--- src/rtl/m62_rom_loader_if.sv ---
// ioctl download stream and the two SDRAM write request ports of the M62 ROM loader.
// The master side is the HPS/SDRAM environment; the loader connects as slave.
interface m62_rom_loader_if;
  logic        ioctl_download;
  logic [7:0]  ioctl_index;
  logic        ioctl_wr;
  logic [24:0] ioctl_addr;
  logic [7:0]  ioctl_dout;

  logic        port1_req;
  logic        port1_ack;
  logic [22:0] port1_a;
  logic [1:0]  port1_ds;
  logic [15:0] port1_d;

  logic        port2_req;
  logic        port2_ack;
  logic [22:0] port2_a;
  logic [1:0]  port2_ds;
  logic [15:0] port2_d;

  modport master (
    output ioctl_download, ioctl_index, ioctl_wr, ioctl_addr, ioctl_dout,
    output port1_ack, port2_ack,
    input  port1_req, port1_a, port1_ds, port1_d,
    input  port2_req, port2_a, port2_ds, port2_d
  );

  modport slave (
    input  ioctl_download, ioctl_index, ioctl_wr, ioctl_addr, ioctl_dout,
    input  port1_ack, port2_ack,
    output port1_req, port1_a, port1_ds, port1_d,
    output port2_req, port2_a, port2_ds, port2_d
  );
endinterface

--- src/rtl/m62_rom_loader.sv ---
// M62 ROM loader: routes ioctl download bytes to SDRAM ports, sound dpram, PROMs,
// core-mod and DIP registers, and generates rom_loaded and the stretched core reset.
module m62_rom_loader #(
  parameter logic [15:0] RESET_CYCLES = 16'hFFFF,
  parameter logic [24:0] SP_BASE      = 25'h30000,
  parameter logic [24:0] PROM_BASE    = 25'hA0000,
  parameter logic [11:0] PROM_SIZE    = 12'h920
) (
  input  logic                    clk_sys,
  input  logic                    reset,
  input  logic                    status_reset,
  m62_rom_loader_if.slave         bus,
  output logic                    snd_we,
  output logic [15:0]             snd_addr,
  output logic [7:0]              snd_data,
  output logic                    prom_we,
  output logic [11:0]             prom_addr,
  output logic [7:0]              prom_data,
  output logic [7:0]              core_mod,
  output logic [7:0]              sw0,
  output logic [7:0]              sw1,
  output logic                    rom_loaded,
  output logic                    core_reset,
  output logic                    overrun
);

  localparam logic [24:0] SND_BASE = 25'h20000;
  localparam logic [24:0] SND_END  = 25'h30000;
  localparam logic [24:0] PROM_END = PROM_BASE + 25'(PROM_SIZE);

  typedef enum logic {S_IDLE, S_WAIT} state_e;

  // Byte capture stage
  logic        wr_d_q, wr_d_d;
  logic        acc_q, acc_d;
  logic [7:0]  idx_q, idx_d;
  logic [24:0] addr_q, addr_d;
  logic [7:0]  dout_q, dout_d;

  // SDRAM port state, index 0 = port1, 1 = port2
  state_e      state_q [2];
  state_e      state_d [2];
  logic [1:0]  req_q, req_d;
  logic [1:0]  pend_q, pend_d;
  logic [22:0] a_q [2];
  logic [22:0] a_d [2];
  logic [1:0]  ds_q [2];
  logic [1:0]  ds_d [2];
  logic [15:0] d_q [2];
  logic [15:0] d_d [2];
  logic [22:0] pa_q [2];
  logic [22:0] pa_d [2];
  logic [1:0]  pds_q [2];
  logic [1:0]  pds_d [2];
  logic [15:0] pd_q [2];
  logic [15:0] pd_d [2];

  logic        snd_we_q, snd_we_d;
  logic [15:0] snd_addr_q, snd_addr_d;
  logic [7:0]  snd_data_q, snd_data_d;
  logic        prom_we_q, prom_we_d;
  logic [11:0] prom_addr_q, prom_addr_d;
  logic [7:0]  prom_data_q, prom_data_d;
  logic        overrun_q, overrun_d;
  logic        rom_dl_q, rom_dl_d;
  logic        rom_loaded_q, rom_loaded_d;
  logic [15:0] cnt_q, cnt_d;
  logic        core_reset_q, core_reset_d;

  // Power-up only; these survive the core reset
  logic [7:0]  core_mod_q = '0;
  logic [7:0]  sw0_q = '0;
  logic [7:0]  sw1_q = '0;
  logic [7:0]  core_mod_d, sw0_d, sw1_d;

  logic        rom_byte, snd_hit, prom_hit, rom_dl;
  logic [1:0]  hit, ack, busy;
  logic [23:0] sp_off;
  logic [11:0] prom_off;
  logic [22:0] wa [2];
  logic [1:0]  wds [2];

  assign rom_dl   = bus.ioctl_download & (bus.ioctl_index == 8'd0);
  assign rom_byte = acc_q & (idx_q == 8'd0);
  assign sp_off   = addr_q[23:0] - SP_BASE[23:0];
  assign prom_off = addr_q[11:0] - PROM_BASE[11:0];

  assign hit[0]   = rom_byte & (addr_q < PROM_BASE);
  assign hit[1]   = rom_byte & (addr_q >= SP_BASE) & (addr_q < PROM_BASE);
  assign snd_hit  = rom_byte & (addr_q >= SND_BASE) & (addr_q < SND_END);
  assign prom_hit = rom_byte & (addr_q >= PROM_BASE) & (addr_q < PROM_END);

  assign wa[0]  = addr_q[23:1];
  assign wds[0] = {addr_q[0], ~addr_q[0]};
  assign wa[1]  = sp_off[23:1];
  assign wds[1] = {sp_off[0], ~sp_off[0]};

  assign ack  = {bus.port2_ack, bus.port1_ack};
  assign busy = req_q ^ ack;

  always_comb begin
    wr_d_d       = bus.ioctl_wr;
    acc_d        = bus.ioctl_wr & ~wr_d_q & bus.ioctl_download;
    idx_d        = bus.ioctl_index;
    addr_d       = bus.ioctl_addr;
    dout_d       = bus.ioctl_dout;
    state_d      = state_q;
    req_d        = req_q;
    pend_d       = pend_q;
    a_d          = a_q;
    ds_d         = ds_q;
    d_d          = d_q;
    pa_d         = pa_q;
    pds_d        = pds_q;
    pd_d         = pd_q;
    overrun_d    = overrun_q;
    snd_we_d     = snd_hit;
    snd_addr_d   = snd_addr_q;
    snd_data_d   = snd_data_q;
    prom_we_d    = prom_hit;
    prom_addr_d  = prom_addr_q;
    prom_data_d  = prom_data_q;
    core_mod_d   = core_mod_q;
    sw0_d        = sw0_q;
    sw1_d        = sw1_q;
    rom_dl_d     = rom_dl;
    rom_loaded_d = rom_loaded_q | (rom_dl_q & ~rom_dl);
    cnt_d        = cnt_q;
    core_reset_d = (cnt_q != '0);

    for (int unsigned p = 0; p < 2; p++) begin
      case (state_q[p])
        S_IDLE: begin
          if (hit[p]) begin
            a_d[p]     = wa[p];
            ds_d[p]    = wds[p];
            d_d[p]     = {dout_q, dout_q};
            req_d[p]   = ~req_q[p];
            state_d[p] = S_WAIT;
          end
        end
        default: begin
          if (!busy[p]) begin
            // Acked: pending goes out first and a same-cycle byte takes its slot
            if (pend_q[p]) begin
              a_d[p]    = pa_q[p];
              ds_d[p]   = pds_q[p];
              d_d[p]    = pd_q[p];
              req_d[p]  = ~req_q[p];
              pend_d[p] = hit[p];
              if (hit[p]) begin
                pa_d[p]  = wa[p];
                pds_d[p] = wds[p];
                pd_d[p]  = {dout_q, dout_q};
              end
            end else if (hit[p]) begin
              a_d[p]   = wa[p];
              ds_d[p]  = wds[p];
              d_d[p]   = {dout_q, dout_q};
              req_d[p] = ~req_q[p];
            end else begin
              state_d[p] = S_IDLE;
            end
          end else if (hit[p]) begin
            if (!pend_q[p]) begin
              pend_d[p] = 1'b1;
              pa_d[p]   = wa[p];
              pds_d[p]  = wds[p];
              pd_d[p]   = {dout_q, dout_q};
            end else begin
              overrun_d = 1'b1;
            end
          end
        end
      endcase
    end

    if (snd_hit) begin
      snd_addr_d = addr_q[15:0];
      snd_data_d = dout_q;
    end
    if (prom_hit) begin
      prom_addr_d = prom_off;
      prom_data_d = dout_q;
    end

    if (acc_q && idx_q == 8'd1) core_mod_d = dout_q;
    if (acc_q && idx_q == 8'd254 && addr_q[24:3] == '0) begin
      if (addr_q[2:0] == 3'd0) sw0_d = dout_q;
      if (addr_q[2:0] == 3'd1) sw1_d = dout_q;
    end

    if (status_reset || !rom_loaded_q || rom_dl) cnt_d = RESET_CYCLES;
    else if (cnt_q != '0)                        cnt_d = cnt_q - 16'd1;
  end

  always_ff @(posedge clk_sys) begin
    if (reset) begin
      wr_d_q       <= 1'b0;
      acc_q        <= 1'b0;
      idx_q        <= '0;
      addr_q       <= '0;
      dout_q       <= '0;
      req_q        <= '0;
      pend_q       <= '0;
      for (int unsigned p = 0; p < 2; p++) begin
        state_q[p] <= S_IDLE;
        a_q[p]     <= '0;
        ds_q[p]    <= '0;
        d_q[p]     <= '0;
        pa_q[p]    <= '0;
        pds_q[p]   <= '0;
        pd_q[p]    <= '0;
      end
      overrun_q    <= 1'b0;
      snd_we_q     <= 1'b0;
      snd_addr_q   <= '0;
      snd_data_q   <= '0;
      prom_we_q    <= 1'b0;
      prom_addr_q  <= '0;
      prom_data_q  <= '0;
      rom_dl_q     <= 1'b0;
      rom_loaded_q <= 1'b0;
      cnt_q        <= RESET_CYCLES;
      core_reset_q <= 1'b1;
    end else begin
      wr_d_q       <= wr_d_d;
      acc_q        <= acc_d;
      idx_q        <= idx_d;
      addr_q       <= addr_d;
      dout_q       <= dout_d;
      req_q        <= req_d;
      pend_q       <= pend_d;
      state_q      <= state_d;
      a_q          <= a_d;
      ds_q         <= ds_d;
      d_q          <= d_d;
      pa_q         <= pa_d;
      pds_q        <= pds_d;
      pd_q         <= pd_d;
      overrun_q    <= overrun_d;
      snd_we_q     <= snd_we_d;
      snd_addr_q   <= snd_addr_d;
      snd_data_q   <= snd_data_d;
      prom_we_q    <= prom_we_d;
      prom_addr_q  <= prom_addr_d;
      prom_data_q  <= prom_data_d;
      rom_dl_q     <= rom_dl_d;
      rom_loaded_q <= rom_loaded_d;
      cnt_q        <= cnt_d;
      core_reset_q <= core_reset_d;
    end
  end

  always_ff @(posedge clk_sys) begin
    core_mod_q <= core_mod_d;
    sw0_q      <= sw0_d;
    sw1_q      <= sw1_d;
  end

  assign bus.port1_req = req_q[0];
  assign bus.port1_a   = a_q[0];
  assign bus.port1_ds  = ds_q[0];
  assign bus.port1_d   = d_q[0];
  assign bus.port2_req = req_q[1];
  assign bus.port2_a   = a_q[1];
  assign bus.port2_ds  = ds_q[1];
  assign bus.port2_d   = d_q[1];

  assign snd_we     = snd_we_q;
  assign snd_addr   = snd_addr_q;
  assign snd_data   = snd_data_q;
  assign prom_we    = prom_we_q;
  assign prom_addr  = prom_addr_q;
  assign prom_data  = prom_data_q;
  assign core_mod   = core_mod_q;
  assign sw0        = sw0_q;
  assign sw1        = sw1_q;
  assign rom_loaded = rom_loaded_q;
  assign core_reset = core_reset_q;
  assign overrun    = overrun_q;

endmodule

--- src/flat_wrapper.sv ---
// flat-port wrapper written by rule: the top's interface ports become plain ports
module m62_rom_loader_flat 
#(
  parameter logic [15:0] RESET_CYCLES = 16'hFFFF,
  parameter logic [24:0] SP_BASE      = 25'h30000,
  parameter logic [24:0] PROM_BASE    = 25'hA0000,
  parameter logic [11:0] PROM_SIZE    = 12'h920
)
  (clk_sys, reset, status_reset, snd_we, snd_addr, snd_data, prom_we, prom_addr, prom_data, core_mod, sw0, sw1, rom_loaded, core_reset, overrun, bus_ioctl_download, bus_ioctl_index, bus_ioctl_wr, bus_ioctl_addr, bus_ioctl_dout, bus_port1_ack, bus_port2_ack, bus_port1_req, bus_port1_a, bus_port1_ds, bus_port1_d, bus_port2_req, bus_port2_a, bus_port2_ds, bus_port2_d);
  m62_rom_loader_if bus_i ();
  input  logic clk_sys;
  input  logic reset;
  input  logic status_reset;
  output logic snd_we;
  output logic [15:0] snd_addr;
  output logic [7:0] snd_data;
  output logic prom_we;
  output logic [11:0] prom_addr;
  output logic [7:0] prom_data;
  output logic [7:0] core_mod;
  output logic [7:0] sw0;
  output logic [7:0] sw1;
  output logic rom_loaded;
  output logic core_reset;
  output logic overrun;
  input wire logic [$bits(bus_i.ioctl_download)-1:0] bus_ioctl_download;
  input wire logic [$bits(bus_i.ioctl_index)-1:0] bus_ioctl_index;
  input wire logic [$bits(bus_i.ioctl_wr)-1:0] bus_ioctl_wr;
  input wire logic [$bits(bus_i.ioctl_addr)-1:0] bus_ioctl_addr;
  input wire logic [$bits(bus_i.ioctl_dout)-1:0] bus_ioctl_dout;
  input wire logic [$bits(bus_i.port1_ack)-1:0] bus_port1_ack;
  input wire logic [$bits(bus_i.port2_ack)-1:0] bus_port2_ack;
  output wire logic [$bits(bus_i.port1_req)-1:0] bus_port1_req;
  output wire logic [$bits(bus_i.port1_a)-1:0] bus_port1_a;
  output wire logic [$bits(bus_i.port1_ds)-1:0] bus_port1_ds;
  output wire logic [$bits(bus_i.port1_d)-1:0] bus_port1_d;
  output wire logic [$bits(bus_i.port2_req)-1:0] bus_port2_req;
  output wire logic [$bits(bus_i.port2_a)-1:0] bus_port2_a;
  output wire logic [$bits(bus_i.port2_ds)-1:0] bus_port2_ds;
  output wire logic [$bits(bus_i.port2_d)-1:0] bus_port2_d;
  assign bus_i.ioctl_download = bus_ioctl_download;
  assign bus_i.ioctl_index = bus_ioctl_index;
  assign bus_i.ioctl_wr = bus_ioctl_wr;
  assign bus_i.ioctl_addr = bus_ioctl_addr;
  assign bus_i.ioctl_dout = bus_ioctl_dout;
  assign bus_i.port1_ack = bus_port1_ack;
  assign bus_i.port2_ack = bus_port2_ack;
  assign bus_port1_req = bus_i.port1_req;
  assign bus_port1_a = bus_i.port1_a;
  assign bus_port1_ds = bus_i.port1_ds;
  assign bus_port1_d = bus_i.port1_d;
  assign bus_port2_req = bus_i.port2_req;
  assign bus_port2_a = bus_i.port2_a;
  assign bus_port2_ds = bus_i.port2_ds;
  assign bus_port2_d = bus_i.port2_d;
  m62_rom_loader #(.RESET_CYCLES(RESET_CYCLES), .SP_BASE(SP_BASE), .PROM_BASE(PROM_BASE), .PROM_SIZE(PROM_SIZE)) u_core (.clk_sys(clk_sys), .reset(reset), .status_reset(status_reset), .bus(bus_i), .snd_we(snd_we), .snd_addr(snd_addr), .snd_data(snd_data), .prom_we(prom_we), .prom_addr(prom_addr), .prom_data(prom_data), .core_mod(core_mod), .sw0(sw0), .sw1(sw1), .rom_loaded(rom_loaded), .core_reset(core_reset), .overrun(overrun));
endmodule
--- config.mk ---
export PLATFORM = sky130hd
export DESIGN_NAME = m62_rom_loader_flat
export DESIGN_NICKNAME = d
export VERILOG_FILES = /design/src/rtl/m62_rom_loader_if.sv /design/src/rtl/m62_rom_loader.sv /design/src/flat_wrapper.sv
export SDC_FILE = /design/constraint.sdc
export NUM_CORES = 1
export LEC_CHECK = 0
export ABC_AREA = 1
export BUFFER_PORTS_ARGS = -buffer_cell sky130_fd_sc_hd__clkbuf_2
export CAP_MARGIN = 20
export CORE_MARGIN = 5
export CORE_UTILIZATION = 53
export CTS_CLUSTER_SIZE = 20
export DETAILED_ROUTE_END_ITERATION = 10
export GPL_TIMING_DRIVEN = 1
export PLACE_DENSITY_LB_ADDON = 0.3
export SLEW_MARGIN = 20
export SYNTH_ARGS = -nofsm -noshare
export SYNTH_HDL_FRONTEND = slang
export SYNTH_SLANG_ARGS = --single-unit
--- constraint.sdc ---
create_clock -name clk_sys -period 2.6 [get_ports clk_sys]
set_input_delay 0.26 -clock clk_sys [delete_from_list [all_inputs] [get_ports clk_sys]]
set_output_delay 0.26 -clock clk_sys [all_outputs]
set_load 0.02 [all_outputs]
==> summary.log, run 1 <==
[drt] remaining antenna violation count after routing 0
[setup_path] arrival time of the worst setup path 2.43 ns
[sta] relative max-transition margin 48.65%
[drt] detailed-route vias per instance 5.108
[final_layout] post-layout util 66.22%
[clock_tree] post-cts repair resize count 0
[power] Psw 1.968 mW
[floorplanning] # IOs 205
[yosys] Main synth FF type sky130_fd_sc_hd__dfxtp_1
[placed_design] count of buffers inserted at the top-level ports 204
[global_route] global-route wire length before repair 50.62 mm
[sta] count of endpoints failing hold in the final timing report 0
[drt] routed vias 10440
[sta] achievable clock frequency 0.4581 GHz
[power] Internal Pwr Total 6.825 mW
[final_layout] synth-to-layout area growth 22.01%
[global_route] initial antenna violation count 0
[worst_hold_path] classification of the worst-slack hold path in2reg
[global_route] pin count of the biggest net entering global routing 119
[yosys] cell area after synthesis 0.01148 mm²
[sta] final setup margin 0.4169 ns
[sta] post-route worst hold slack 0.08658 ns
[yosys] area share of the leading cell type in the synthesized netlist 45.86%
[final_layout] number of diodes 0
[power] Power Density 627.7 mW/mm²
[clock_tree] Max clock buf depth 3
[power] part of the power in registers 51.6%
[power] Comb pwr share 4.5%
[setup_path] Critical Path Max Stage Delay 0.36 ns
[clock_tree] number of clock buffers inserted by TritonCTS 29
[yosys] sequential element share of the synthesized area 52.14%
[sta] Setup TNS Final 0 ns
[drt] DRT iter0 DRCs 785
[sta] Min Clock Period, post-route 2.183 ns
[global_route] Tot GR Track Use 25.20%
[floorplanning] Die Y-Extent 157.2 µm
[global_route] global route total overflow 0
[yosys] most common library cells after synthesis 312 x sky130_fd_sc_hd__nand2_1, 263 x sky130_fd_sc_hd__dfxtp_1, 232 x sky130_fd_sc_hd__nor2_1
[clock_tree] CTS tree built
[floorplanning] Floorplan Core Area 0.02115 mm²
[placed_design] final RePlAce weighted congestion 0.8990
[yosys] top cells by area, synth sky130_fd_sc_hd__dfxtp_1 46%, sky130_fd_sc_hd__nand2_1 10%, sky130_fd_sc_hd__nor2_1 7.6%
[status] run status finished, final reports clean
[yosys] Ys Warns 0
[yosys] most used standard cell by instance count after synthesis sky130_fd_sc_hd__nand2_1
[final_layout] final-layout fill cell count 1822
[yosys] number of standard cells after synthesis 1524
[power] peak supply drop 0.5082 mV
[floorplanning] initial core utilization 54.27%
[setup_path] kind of capture point of the worst setup path flip-flop
[final_layout] ratio of cells with drive above 1 in the final layout 17.07%
[setup_path] startpoint-to-endpoint class of the critical path reg2reg
[yosys] biggest area consumer among synthesized cells sky130_fd_sc_hd__dfxtp_1
[sta] Slew @ Worst Pin 0.7694 ns
[yosys] number of distinct standard cells referenced by the synthesized netlist 43
[floorplanning] Die ar. 0.02471 mm²
[power] part of the total power dissipated in the clock network 43.9%
[drt] Pre-antenna DRT Iters 5
[clock_tree] root cell of the clock tree sky130_fd_sc_hd__clkbuf_16
[sta] final-report max-slew violation count 0
[clock_tree] CTS clock-pin slew for the worst setup and hold paths 0.06 ns
[yosys] asr flop ratio synth 0%
[sta] setup-violating endpoint count in the final report 0
[setup_path] worst path required time 2.85 ns
[setup_path] ordered cell list for the critical path inv_1, nand2_1, nor2_1, nand4_1, nor2_1, nand4_1, nor3_1, buf_4
[setup_path] cell type of the slowest stage on the worst timing path sky130_fd_sc_hd__dfxtp_1
[clock_tree] Post-CTS Setup Bufs 0
[power] leakage power summed over all cells 6.655 nW
[placed_design] minimum setup slack after placement 0.4739 ns
[global_route] number of global-route vias before repair 9929
[run] max-cap violations 0
[floorplanning] # rows 53
[yosys] Post-Synthesis Net Count 1574
[clock_tree] clock latency of the later-clocked register in the worst-skew pair 0.54 ns
[sta] Max Clock Skew 0.01253 ns
[yosys] flops & latches, synth 287
[setup_path] element type at the critical path start flip-flop
[setup_path] maximum fanout along the worst path 8
[yosys] Post-synth EDFFs 24
[clock_tree] # clock sinks 287
[drt] drt drc 0
[yosys] post-synthesis area per instance 7.533 µm²
[placed_design] placed wire-length estimate 21.74 mm
[floorplanning] Die X-Extent 157.2 µm
[final_layout] Net count, final 1797
[drt] routed wire length 31.82 mm
[drt] average wire per cell in the routed design 15.57 µm
[clock_tree] H-tree depth 1
[sta] share of the clock period used by the worst path 83.96%
[setup_path] setup slack of the worst register-to-register path 0.42 ns
[power] Sw Share 22.38%
[sta] setup repair after global routing missed its margin no
what timing repair did:
action / in CTS / in global routing
hold buffers: 43 / 0
setup endpoints to repair: 0 / 0
hold endpoints to repair: 43 / 0
final timing paths:
check	startpoint	end	cells after the start
hold / removal	reset	u_core.dout_q[2]	2
setup / recovery	u_core.addr_q[10]	u_core.sw1[7]	8
setup reg to reg	u_core.addr_q[10]	u_core.sw1[7]	8
hold reg to reg	u_core.wr_d_q	u_core.acc_q	1
cell families (layout without fill, tap and decap cells):
group,count (synthesis),after routing,synth area share [%]
and+or+nand+nor,653,653,23.72
xor gates and xnor gates,10,10,0.8283
buffers and inverters,280,525,9.775
adders and majority gates,2,2,0.2179
muxes,3,3,0.2616
DFF,287,287,52.14
AOI/OAI and AO/OA,289,289,13.06
routing by layer:
layer / global-route usage (%) / up-vias / share of wire (%)
li1: - / 5253 / -
met1: 32.24 / 4743 / 41
met4: 8.070 / 0 / 2.8
met2: 43.76 / 378 / 49
met3: 4.042 / 67 / 6.9
met5: 0 / - / 0
through the flow:
step                      power, mW  area (µm²)  instances
final                         8.793       14010       2044
after global routing          9.091       14010       2044
after CTS                     8.829       14010       2044
after detailed placement      4.974       12710       1948
after global placement        4.972       12710       1948
after floorplan               4.828       11480       1524
placed cells by master, fill, tap and decap left out, types with 6 or more instances in the layout:
cell type / netlist / final
sky130_fd_sc_hd__a211oi_1: 9 / 9
sky130_fd_sc_hd__a21oi_1: 124 / 124
sky130_fd_sc_hd__buf_4: 6 / 19
sky130_fd_sc_hd__clkbuf_1: 49 / 11
sky130_fd_sc_hd__clkbuf_16: 0 / 29
sky130_fd_sc_hd__clkbuf_2: 1 / 203
sky130_fd_sc_hd__clkinv_2: 0 / 6
sky130_fd_sc_hd__dfxtp_1: 263 / 263
sky130_fd_sc_hd__dlygate4sd3_1: 0 / 43
sky130_fd_sc_hd__edfxtp_1: 24 / 24
sky130_fd_sc_hd__inv_1: 197 / 196
sky130_fd_sc_hd__nand2_1: 312 / 312
sky130_fd_sc_hd__nand3_1: 50 / 50
sky130_fd_sc_hd__nand4_1: 12 / 12
sky130_fd_sc_hd__nor2_1: 232 / 232
sky130_fd_sc_hd__nor3_1: 7 / 7
sky130_fd_sc_hd__nor4_1: 7 / 6
sky130_fd_sc_hd__o211ai_1: 6 / 6
sky130_fd_sc_hd__o21ai_0: 125 / 125
sky130_fd_sc_hd__o21ai_1: 19 / 19
sky130_fd_sc_hd__or2_2: 7 / 7
sky130_fd_sc_hd__xor2_1: 7 / 7
area by class of cell:
type,instances,area [µm²],area share [%]
Inverter,203,763.2,5.448
Multi-Input combinational cell,957,4379,31.26
Timing Repair Buffer,269,1669,11.91
Tap cell,275,344.1,2.456
Clock buffer,41,780.7,5.573
Sequential cell,287,5986,42.73
Clock inverter,12,86.33,0.6163
power groups by stage:
| stage | logic, mW | clock network (mW) | registers [mW] |
|---|---|---|---|
| global route | 0.439 | 4.11 | 4.54 |
| CTS | 0.396 | 3.90 | 4.54 |
| global placement | 0.339 | 0 | 4.63 |
| finish | 0.398 | 3.86 | 4.54 |
| floorplan | 0.207 | 0 | 4.62 |
| detailed placement | 0.340 | 0 | 4.63 |
state kept, by name, summed over array words and instances (netlist names), 12 cells and up:
| name | count |
|---|---|
| u_core.snd_addr | 16 |
| u_core.cnt_q | 16 |
| u_core.prom_addr | 12 |
| u_core.pa_q | 46 |
| u_core.bus.port1_d | 16 |
| u_core.pd_q | 16 |
| u_core.bus.port2_d | 16 |
| u_core.bus.port2_a | 23 |
| u_core.bus.port1_a | 23 |
| u_core.addr_q | 25 |
critical path: cells and delay by family (launching register included):
family                 cells  cell delay (ns)
buffers and inverters      2             0.44
DFF                        1             0.36
and+or+nand+nor            6             1.09
(Power assumes the default switching activity.)
==> run 2, diff against run 1 <==
--- a/config.mk
+++ b/config.mk
@@ -5,11 +5,11 @@
 export SDC_FILE = /design/constraint.sdc
 export NUM_CORES = 1
 export LEC_CHECK = 0
-export ABC_AREA = 1
+export ABC_AREA = 0
 export BUFFER_PORTS_ARGS = -buffer_cell sky130_fd_sc_hd__clkbuf_2
 export CAP_MARGIN = 20
 export CORE_MARGIN = 5
-export CORE_UTILIZATION = 53
+export CORE_UTILIZATION = 50
 export CTS_CLUSTER_SIZE = 20
 export DETAILED_ROUTE_END_ITERATION = 10
 export GPL_TIMING_DRIVEN = 1
==> constraint.sdc (replaced) <==
create_clock -name clk_sys -period 1.8 [get_ports clk_sys]
set_input_delay 0.18 -clock clk_sys [delete_from_list [all_inputs] [get_ports clk_sys]]
set_output_delay 0.18 -clock clk_sys [all_outputs]
set_load 0.02 [all_outputs]
==> summary.log, run 2 <==
[yosys] Ys Warns 0 [unchanged]
[drt] Pre-antenna DRT Iters 5 [unchanged]
[power] Internal Pwr Total 10.53 mW [+54%]
[global_route] initial antenna violation count 2 [+2]
[power] part of the power in registers 47.7% [-3.9 points]
[final_layout] Largest Register u_core.pa_q
[global_route] met2 routing resource usage after global routing 47.43% [+3.7 points]
[final_layout] leading cell type in the layout, fill and taps excluded sky130_fd_sc_hd__dfxtp_1
[floorplanning] Die X-Extent 161.8 µm [+3.0%]
[global_route] busiest layer in global routing met2
[floorplanning] Die ar. 0.02619 mm² [+6.0%]
[setup_path] worst reg2reg path endpoint u_core.bus.port1_ds[1]
[power] total power 13.73 mW [+56%]
[final_layout] post-layout util 77.20% [+11 points]
[final_layout] area used by multi-input combinational logic 0.006354 mm² [+45%]
[setup_path] cell type of the slowest stage on the worst timing path sky130_fd_sc_hd__dfxtp_4
[drt] DRT iter0 DRCs 1512 [+93%]
[yosys] Post-synth EDFFs 24 [unchanged]
[clock_tree] Max clock buf depth 3 [unchanged]
[setup_path] startpoint of the lowest-slack register-to-register path u_core.idx_q[0]
[yosys] Main synth FF type sky130_fd_sc_hd__dfxtp_1
[setup_path] setup slack of the worst register-to-register path -0.40 ns [-0.82 ns]
[sta] relative max-transition margin 56.47% [+7.8 points]
[floorplanning] # rows 55 [+3.8%]
[yosys] area share of the leading cell type in the synthesized netlist 45.67% [-0.18 points]
[clock_tree] clock latency of the later-clocked register in the worst-skew pair 0.55 ns [about the same]
[final_layout] number of non-filler instances in the completed layout 1960 [-4.1%]
[clock_tree] H-tree depth 1 [unchanged]
[placed_design] total instance count after detailed placement 1807 [-7.2%]
[yosys] number of distinct standard cells referenced by the synthesized netlist 63 [+47%]
[global_route] pin count of the biggest net entering global routing 124 [+4.2%]
[drt] routed vias 12030 [+15%]
[yosys] cell area after synthesis 0.01153 mm² [+0.40%]
[placed_design] placed wire-length estimate 23.96 mm [+10%]
[final_layout] final-layout fill cell count 1313 [-28%]
[sta] count of endpoints failing hold in the final timing report 0 [unchanged]
[drt] routed wire length 44.13 mm [+39%]
[global_route] met3 GRT Util 6.673% [+2.6 points]
[drt] remaining antenna violation count after routing 0 [unchanged]
[clock_tree] # clock sinks 287 [unchanged]
[sta] setup-violating endpoint count in the final report 224 [+224]
[worst_hold_path] classification of the worst-slack hold path in2reg
[setup_path] depth of the most critical reg-to-reg path 11 [+3]
[final_layout] ratio of cells with drive above 1 in the final layout 39.82% [+23 points]
[yosys] asr flop ratio synth 0% [unchanged]
[yosys] biggest area consumer among synthesized cells sky130_fd_sc_hd__dfxtp_1
[drt] average wire per cell in the routed design 22.51 µm [+45%]
[status] run status finished with violations
[floorplanning] Floorplan Core Area 0.02264 mm² [+7.0%]
[drt] detailed-route vias per instance 6.136 [+20%]
[drt] drt drc 0 [unchanged]
[placed_design] final RePlAce weighted congestion 0.8972 [-0.20%]
[global_route] global route total overflow 0 [unchanged]
[sta] final-report max-slew violation count 0 [unchanged]
[final_layout] flip-flop count of the largest register after layout 46 [unchanged]
[sta] setup repair after global routing missed its margin yes
[global_route] global routing usage on met1 35.57% [+3.3 points]
[power] Sw Share 23.29% [+0.91 points]
[setup_path] worst path required time 2.25 ns [-0.60 ns]
[setup_path] arrival time of the worst setup path 2.64 ns [+0.21 ns]
[clock_tree] CTS clock-pin slew for the worst setup and hold paths 0.07 ns [about the same]
[yosys] post-synthesis area per instance 9.020 µm² [+20%]
[yosys] top cells by area, synth sky130_fd_sc_hd__dfxtp_1 46%, sky130_fd_sc_hd__a21oi_1 8.1%, sky130_fd_sc_hd__nand2_1 7.1%
[floorplanning] Die Y-Extent 161.8 µm [+3.0%]
[sta] Max Clock Skew 0.01370 ns [+0.001174 ns]
[sta] final setup margin -0.3983 ns [-0.8153 ns]
[clock_tree] number of clock buffers inserted by TritonCTS 29 [unchanged]
[yosys] most common library cells after synthesis 263 x sky130_fd_sc_hd__dfxtp_1, 218 x sky130_fd_sc_hd__nand2_1, 187 x sky130_fd_sc_hd__a21oi_1
[placed_design] post-detailed-placement cell area 0.01392 mm² [+9.5%]
[final_layout] biggest regs u_core.pa_q x46, u_core.addr_q x25
[global_route] global-route wire length before repair 60.71 mm [+20%]
[final_layout] synth-to-layout area growth 51.63%
[power] leakage power summed over all cells 6.903 nW [+3.7%]
[sta] share of the clock period used by the worst path 122.1% [+38 points]
[final_layout] area of all placed cells without fillers 0.01748 mm² [+25%]
[yosys] flops & latches, synth 287 [unchanged]
[yosys] Post-Synthesis Net Count 1328 [-16%]
[placed_design] count of buffers inserted at the top-level ports 204 [unchanged]
[setup_path] start point of the critical path u_core.idx_q[0]
[run] max-cap violations 0 [unchanged]
[status] violations in the final reports setup timing
[setup_path] startpoint-to-endpoint class of the critical path reg2reg
[global_route] Tot GR Track Use 28.32% [+3.1 points]
[floorplanning] # IOs 205 [unchanged]
[setup_path] Critical Path Max Stage Delay 0.37 ns [about the same]
[final_layout] register area 0.006016 mm² [+0.50%]
[setup_path] maximum fanout along the worst path 5 [-3]
[clock_tree] CTS tree built
[setup_path] last element of the critical path u_core.bus.port1_ds[1]
[setup_path] kind of capture point of the worst setup path flip-flop
[floorplanning] initial core utilization 50.91% [-3.4 points]
[power] Power Density 785.4 mW/mm² [+25%]
[setup_path] ordered cell list for the critical path nor4b_4, buf_4, nand4_1, buf_4, buf_6, buf_6, o21ai_4, buf_12, clkbuf_16, a21oi_2, a211oi_1
[final_layout] leading cell types in the layout, fill and taps excluded 247 x sky130_fd_sc_hd__dfxtp_1, 203 x sky130_fd_sc_hd__clkbuf_2, 194 x sky130_fd_sc_hd__nand2_1, 141 x sky130_fd_sc_hd__a21oi_1, 138 x sky130_fd_sc_hd__buf_4
[global_route] number of global-route vias before repair 11200 [+13%]
[sta] post-route worst hold slack 0.1942 ns [+0.1077 ns]
[power] Psw 3.196 mW [+62%]
[final_layout] number of diodes 0 [unchanged]
[power] Comb pwr share 7.7% [+3.2 points]
[power] peak supply drop 0.8107 mV [+60%]
[sta] Slew @ Worst Pin 0.6529 ns [-0.1165 ns]
[final_layout] Net count, final 1703 [-5.2%]
[power] part of the total power dissipated in the clock network 44.6% [+0.7 points]
[setup_path] element type at the critical path start flip-flop
[sta] achievable clock frequency 0.4549 GHz [-0.70%]
[sta] Min Clock Period, post-route 2.198 ns [+0.01529 ns]
[yosys] sequential element share of the synthesized area 51.93% [-0.21 points]
[yosys] most used standard cell by instance count after synthesis sky130_fd_sc_hd__dfxtp_1
[yosys] number of standard cells after synthesis 1278 [-16%]
[clock_tree] root cell of the clock tree sky130_fd_sc_hd__clkbuf_16
run 2: changes by cell type after synthesis, sizes merged, moves of 35 or more:
cell   previous run  this run
nor2            241        26
inv             202        10
o21ai           145        36
nand2           322       219
a21oi           124       188
nor2b             0        45
nand3            52        17
run 2: cell type report:
class	count	share of cell area, %
clock buffer	44	4.932
tap	285	2.040
sequential	287	34.42
inverter	10	0.2147
timing repair buffer	464	21.50
multi-input combinational	861	36.35
clock inverter	9	0.5440
run 2: how the worst min path moves through the flow:
stage | startpoint | to | slack (ns) | cells after the start
final | bus_port2_ack | u_core.bus.port2_ds[1] | 0.19 | 5
after global routing | bus_port2_ack | u_core.bus.port2_ds[1] | 0.21 | 5
after CTS | bus_port2_ack | u_core.bus.port2_ds[1] | 0.15 | 5
after detailed placement | bus_ioctl_addr[3] | u_core.addr_q[3] | 0.39 | 2
after global placement | bus_ioctl_addr[4] | u_core.addr_q[4] | 0.39 | 2
after floorplan | bus_ioctl_addr[15] | u_core.addr_q[15] | 0.31 | 1
run 2: cell families (layout without fill, tap and decap cells):
| family | after synthesis | after routing | share of synthesized area, % |
|---|---|---|---|
| AND/OR/NAND/NOR | 473 | 473 | 21.07 |
| AO/OA/AOI/OAI | 358 | 358 | 19.68 |
| flip-flops | 287 | 287 | 51.93 |
| buffers and inverters | 130 | 527 | 4.863 |
| XOR/XNOR | 21 | 21 | 1.596 |
| multiplexers | 7 | 7 | 0.6512 |
| adder cells (fa/ha/maj) | 2 | 2 | 0.2170 |
run 2: critical path: cells and delay by family, from the launching register on:
family	cells	cell delay, ns
DFF	1	0.37
and+or+nand+nor	2	0.39
AOI/OAI and AO/OA	3	0.44
buffers and inverters	6	0.89
run 2: power by group through the flow:
stage	sequential (mW)	clock, mW	combinational (mW)
2_1_floorplan	6.69	0	0.343
3_3_place_gp	6.68	0	0.702
3_5_place_dp	6.68	0	0.707
4_1_cts	6.54	6.07	0.923
5_1_grt	6.55	6.41	1.09
6_report	6.55	6.12	1.06
run 2: per-layer routing:
metal  part of all wire (%)  wire length [µm]  vias up
met3                     10              4500      217
met1                     36             15940     5711
met2                     48             21160      769
met5                  0.029                13        -
li1                       -                 -     5328
met4                    5.7              2507        2
run 2: metrics by stage:
stage,TNS (ns),worst slack [ns]
after global placement,-21.75,-0.2693
after global routing,-58.84,-0.4675
final,-41.82,-0.3983
after detailed placement,-27.89,-0.3246
after floorplan,-3.339,-0.1024
after CTS,-23.44,-0.2107
run 2: what timing repair did:
item | 4_1_cts | 5_1_grt
gates cloned | 5 | 13
setup endpoints to repair | 226 | 228
resized for setup | 147 | 159
endpoints found under the hold margin | 49 | 0
hold buffers | 57 | 0
pin swaps | 43 | 117
buffers inserted | 16 | 15
==> run 3, diff against run 2 <==
==> constraint.sdc (replaced) <==
create_clock -name clk_sys -period 1.8 [get_ports clk_sys]
set_input_delay 0.27 -clock clk_sys [delete_from_list [all_inputs] [get_ports clk_sys]]
set_output_delay 0.27 -clock clk_sys [all_outputs]
set_load 0.02 [all_outputs]
==> summary.log, run 3 (synthesized netlist as in run 2, its figures left out) <==
[setup_path] cell type of the slowest stage on the worst timing path sky130_fd_sc_hd__or4bb_1
[power] part of the power in registers 47.4% [-0.3 points]
[final_layout] leading cell type in the layout, fill and taps excluded sky130_fd_sc_hd__dfxtp_1
[worst_hold_path] classification of the worst-slack hold path in2reg
[floorplanning] Die Y-Extent 161.8 µm [unchanged]
[setup_path] element type at the critical path start flip-flop
[global_route] pin count of the biggest net entering global routing 144 [+16%]
[worst_hold_path] Hold Path Sink u_core.dout_q[7]
[setup_path] Critical Path Max Stage Delay 0.53 ns [+0.16 ns]
[setup_path] maximum fanout along the worst path 5 [unchanged]
[placed_design] total instance count after detailed placement 1812 [+0.28%]
[sta] Max Clock Skew 0.02592 ns [+0.01222 ns]
[floorplanning] Die ar. 0.02619 mm² [unchanged]
[floorplanning] initial core utilization 50.91% [unchanged]
[power] peak supply drop 0.7799 mV [-3.8%]
[setup_path] arrival time of the worst setup path 2.58 ns [-0.06 ns]
[setup_path] startpoint-to-endpoint class of the critical path reg2reg
[setup_path] critical path's top delay family simple AND/OR/NAND/NOR gates
[final_layout] synth-to-layout area growth 50.77%
[status] run status finished with violations
[floorplanning] Floorplan Core Area 0.02264 mm² [unchanged]
[power] Internal Pwr Total 10.55 mW [+0.22%]
[drt] Pre-antenna DRT Iters 6 [+1]
[setup_path] worst path required time 2.28 ns [+0.03 ns]
[sta] share of the clock period used by the worst path 117.1% [-5.0 points]
[global_route] Tot GR Track Use 28.14% [-0.18 points]
[placed_design] post-detailed-placement cell area 0.01398 mm² [+0.45%]
[power] leakage power summed over all cells 6.797 nW [-1.5%]
[power] Sw Share 23.67% [+0.39 points]
[drt] DRT iter0 DRCs 1246 [-18%]
[final_layout] area of all placed cells without fillers 0.01738 mm² [-0.57%]
[final_layout] Net count, final 1694 [-0.53%]
[drt] drt drc 0 [unchanged]
[clock_tree] Max clock buf depth 3 [unchanged]
[drt] detailed-route vias per instance 6.073 [-1.0%]
[worst_hold_path] hold path startpoint bus_ioctl_dout[7]
[placed_design] count of buffers inserted at the top-level ports 204 [unchanged]
[floorplanning] # IOs 205 [unchanged]
[sta] relative max-transition margin 48.86% [-7.6 points]
[setup_path] depth of the most critical reg-to-reg path 8 [-3]
[clock_tree] H-tree depth 1 [unchanged]
[clock_tree] clock latency of the later-clocked register in the worst-skew pair 0.57 ns [+0.02 ns]
[sta] count of endpoints failing hold in the final timing report 0 [unchanged]
[final_layout] biggest regs u_core.pa_q x46, u_core.addr_q x25
[setup_path] worst path bufs/invs 3 [-3]
[final_layout] ratio of cells with drive above 1 in the final layout 41.51% [+1.7 points]
[final_layout] number of non-filler instances in the completed layout 1952 [-0.41%]
[drt] remaining antenna violation count after routing 0 [unchanged]
[power] Power Density 795.6 mW/mm² [+1.3%]
[sta] achievable clock frequency 0.4744 GHz [+4.3%]
[clock_tree] number of clock buffers inserted by TritonCTS 29 [unchanged]
[setup_path] startpoint of the lowest-slack register-to-register path u_core.addr_q[18]
[sta] final-report max-slew violation count 0 [unchanged]
[setup_path] setup slack of the worst register-to-register path -0.31 ns [+0.09 ns]
[setup_path] ordered cell list for the critical path buf_6, or4bb_1, nor3_2, buf_4, and3_4, clkbuf_16, nand2_4, a21oi_2
[power] Psw 3.274 mW [+2.4%]
[floorplanning] # rows 55 [unchanged]
[sta] Slew @ Worst Pin 0.7671 ns [+0.1142 ns]
[run] max-cap violations 0 [unchanged]
[global_route] initial antenna violation count 0 [-2]
[worst_hold_path] cell count of the worst hold path 2 [-3]
[final_layout] number of diodes 0 [unchanged]
[power] part of the total power dissipated in the clock network 45.2% [+0.6 points]
[sta] final setup margin -0.3077 ns [+0.09061 ns]
[placed_design] placed wire-length estimate 24.16 mm [+0.83%]
[clock_tree] CTS clock-pin slew for the worst setup and hold paths 0.07 ns [about the same]
[clock_tree] CTS tree built
[setup_path] worst reg2reg path endpoint u_core.prom_addr[3]
[final_layout] leading cell types in the layout, fill and taps excluded 248 x sky130_fd_sc_hd__dfxtp_1, 203 x sky130_fd_sc_hd__clkbuf_2, 194 x sky130_fd_sc_hd__nand2_1, 145 x sky130_fd_sc_hd__a21oi_1, 127 x sky130_fd_sc_hd__buf_4
[sta] setup repair after global routing missed its margin yes
[global_route] global-route wire length before repair 60.31 mm [-0.65%]
[placed_design] final RePlAce weighted congestion 0.8753 [-2.4%]
[floorplanning] Die X-Extent 161.8 µm [unchanged]
[global_route] global route total overflow 0 [unchanged]
[drt] average wire per cell in the routed design 21.98 µm [-2.4%]
[drt] routed wire length 42.90 mm [-2.8%]
[final_layout] flip-flop count of the largest register after layout 46 [unchanged]
[clock_tree] # clock sinks 287 [unchanged]
[sta] Min Clock Period, post-route 2.108 ns [-0.09061 ns]
[clock_tree] root cell of the clock tree sky130_fd_sc_hd__clkbuf_16
[setup_path] kind of capture point of the worst setup path flip-flop
[final_layout] Largest Register u_core.pa_q
[drt] routed vias 11860 [-1.4%]
[power] Comb pwr share 7.4% [-0.3 points]
[status] violations in the final reports setup timing
[sta] setup-violating endpoint count in the final report 225 [+0.45%]
[global_route] number of global-route vias before repair 11190 [-0.089%]
-- run 3: cell types whose count changed in the layout (fill, tap and decap cells not counted), sizes merged --
cell         delta
clkinv          -3
buf             +7
clkinvlp        +4
inv             +1
bufbuf          -2
dlygate4sd3    -15
-- run 3: power groups by stage --
stage	clock network, mW	registers, mW	logic, mW
after floorplan	0	6.69	0.343
after global placement	0	6.68	0.715
after detailed placement	0	6.68	0.719
after CTS	6.24	6.54	0.916
after global routing	6.57	6.55	1.06
final	6.25	6.55	1.02
-- run 3: worst max-delay path by stage --
| stage | start | end | cells past startpoint | slack [ns] |
|---|---|---|---|---|
| 6_report | u_core.addr_q[18] | u_core.prom_addr[3] | 8 | -0.31 |
| 5_1_grt | u_core.addr_q[18] | u_core.prom_data[7] | 8 | -0.37 |
| 4_1_cts | u_core.addr_q[21] | u_core.bus.port1_a[4] | 9 | -0.22 |
| 3_5_place_dp | u_core.addr_q[21] | u_core.bus.port1_a[4] | 9 | -0.23 |
| 3_3_place_gp | u_core.cnt_q[8] | u_core.cnt_q[7] | 7 | -0.18 |
| 2_1_floorplan | u_core.idx_q[6] | u_core.req_q[1] | 7 | -0.10 |
-- run 3: worst register-to-register path, delay by kind of cell, from the launching register on --
| family | cells | cell delay, ns |
|---|---|---|
| compound gates | 1 | 0.14 |
| buf+inv | 3 | 0.49 |
| flops | 1 | 0.34 |
| simple gates | 4 | 1.05 |
-- run 3: through the flow --
stage | utilization, % | setup WS [ns] | setup TNS [ns] | hold WS [ns] | power, mW
finish | 76.76 | -0.3077 | -38.68 | 0.03064 | 13.83
global route | 76.76 | -0.3678 | -49.15 | 0.006532 | 14.18
CTS | 72.28 | -0.2153 | -18.71 | 0.01151 | 13.70
detailed placement | 61.75 | -0.2305 | -27.28 | 0.4412 | 7.399
global placement | 61.75 | -0.1753 | -19.27 | 0.4323 | 7.393
floorplan | - | -0.1024 | -3.339 | 0.3980 | 7.032
-- run 3: layout make-up --
| class | count | area [µm²] |
|---|---|---|
| multi-input combinational | 861 | 6279 |
| sequential | 287 | 6015 |
| fill | 1368 | 5261 |
| timing repair buffer | 455 | 3702 |
| clock buffer | 43 | 859.6 |
| tap | 285 | 356.6 |
| clock inverter | 11 | 130.1 |
| inverter | 10 | 37.54 |
-- run 3: layer usage --
| layer | track usage [%] | part of all wire [%] | vias up |
|---|---|---|---|
| met5 | 0 | 0 | - |
| met4 | 11.30 | 4.9 | 0 |
| met3 | 6.876 | 9.4 | 170 |
| met2 | 46.71 | 48 | 711 |
| met1 | 35.39 | 38 | 5656 |
| li1 | - | - | 5318 |
-- run 3: timing repair --
item / in CTS / in global routing
endpoints found under the hold margin: 42 / 0
setup endpoints to repair: 225 / 224
buffers inserted: 16 / 16
gates cloned: 5 / 14
pin swaps: 69 / 100
hold buffers: 42 / 0
resized for setup: 173 / 155
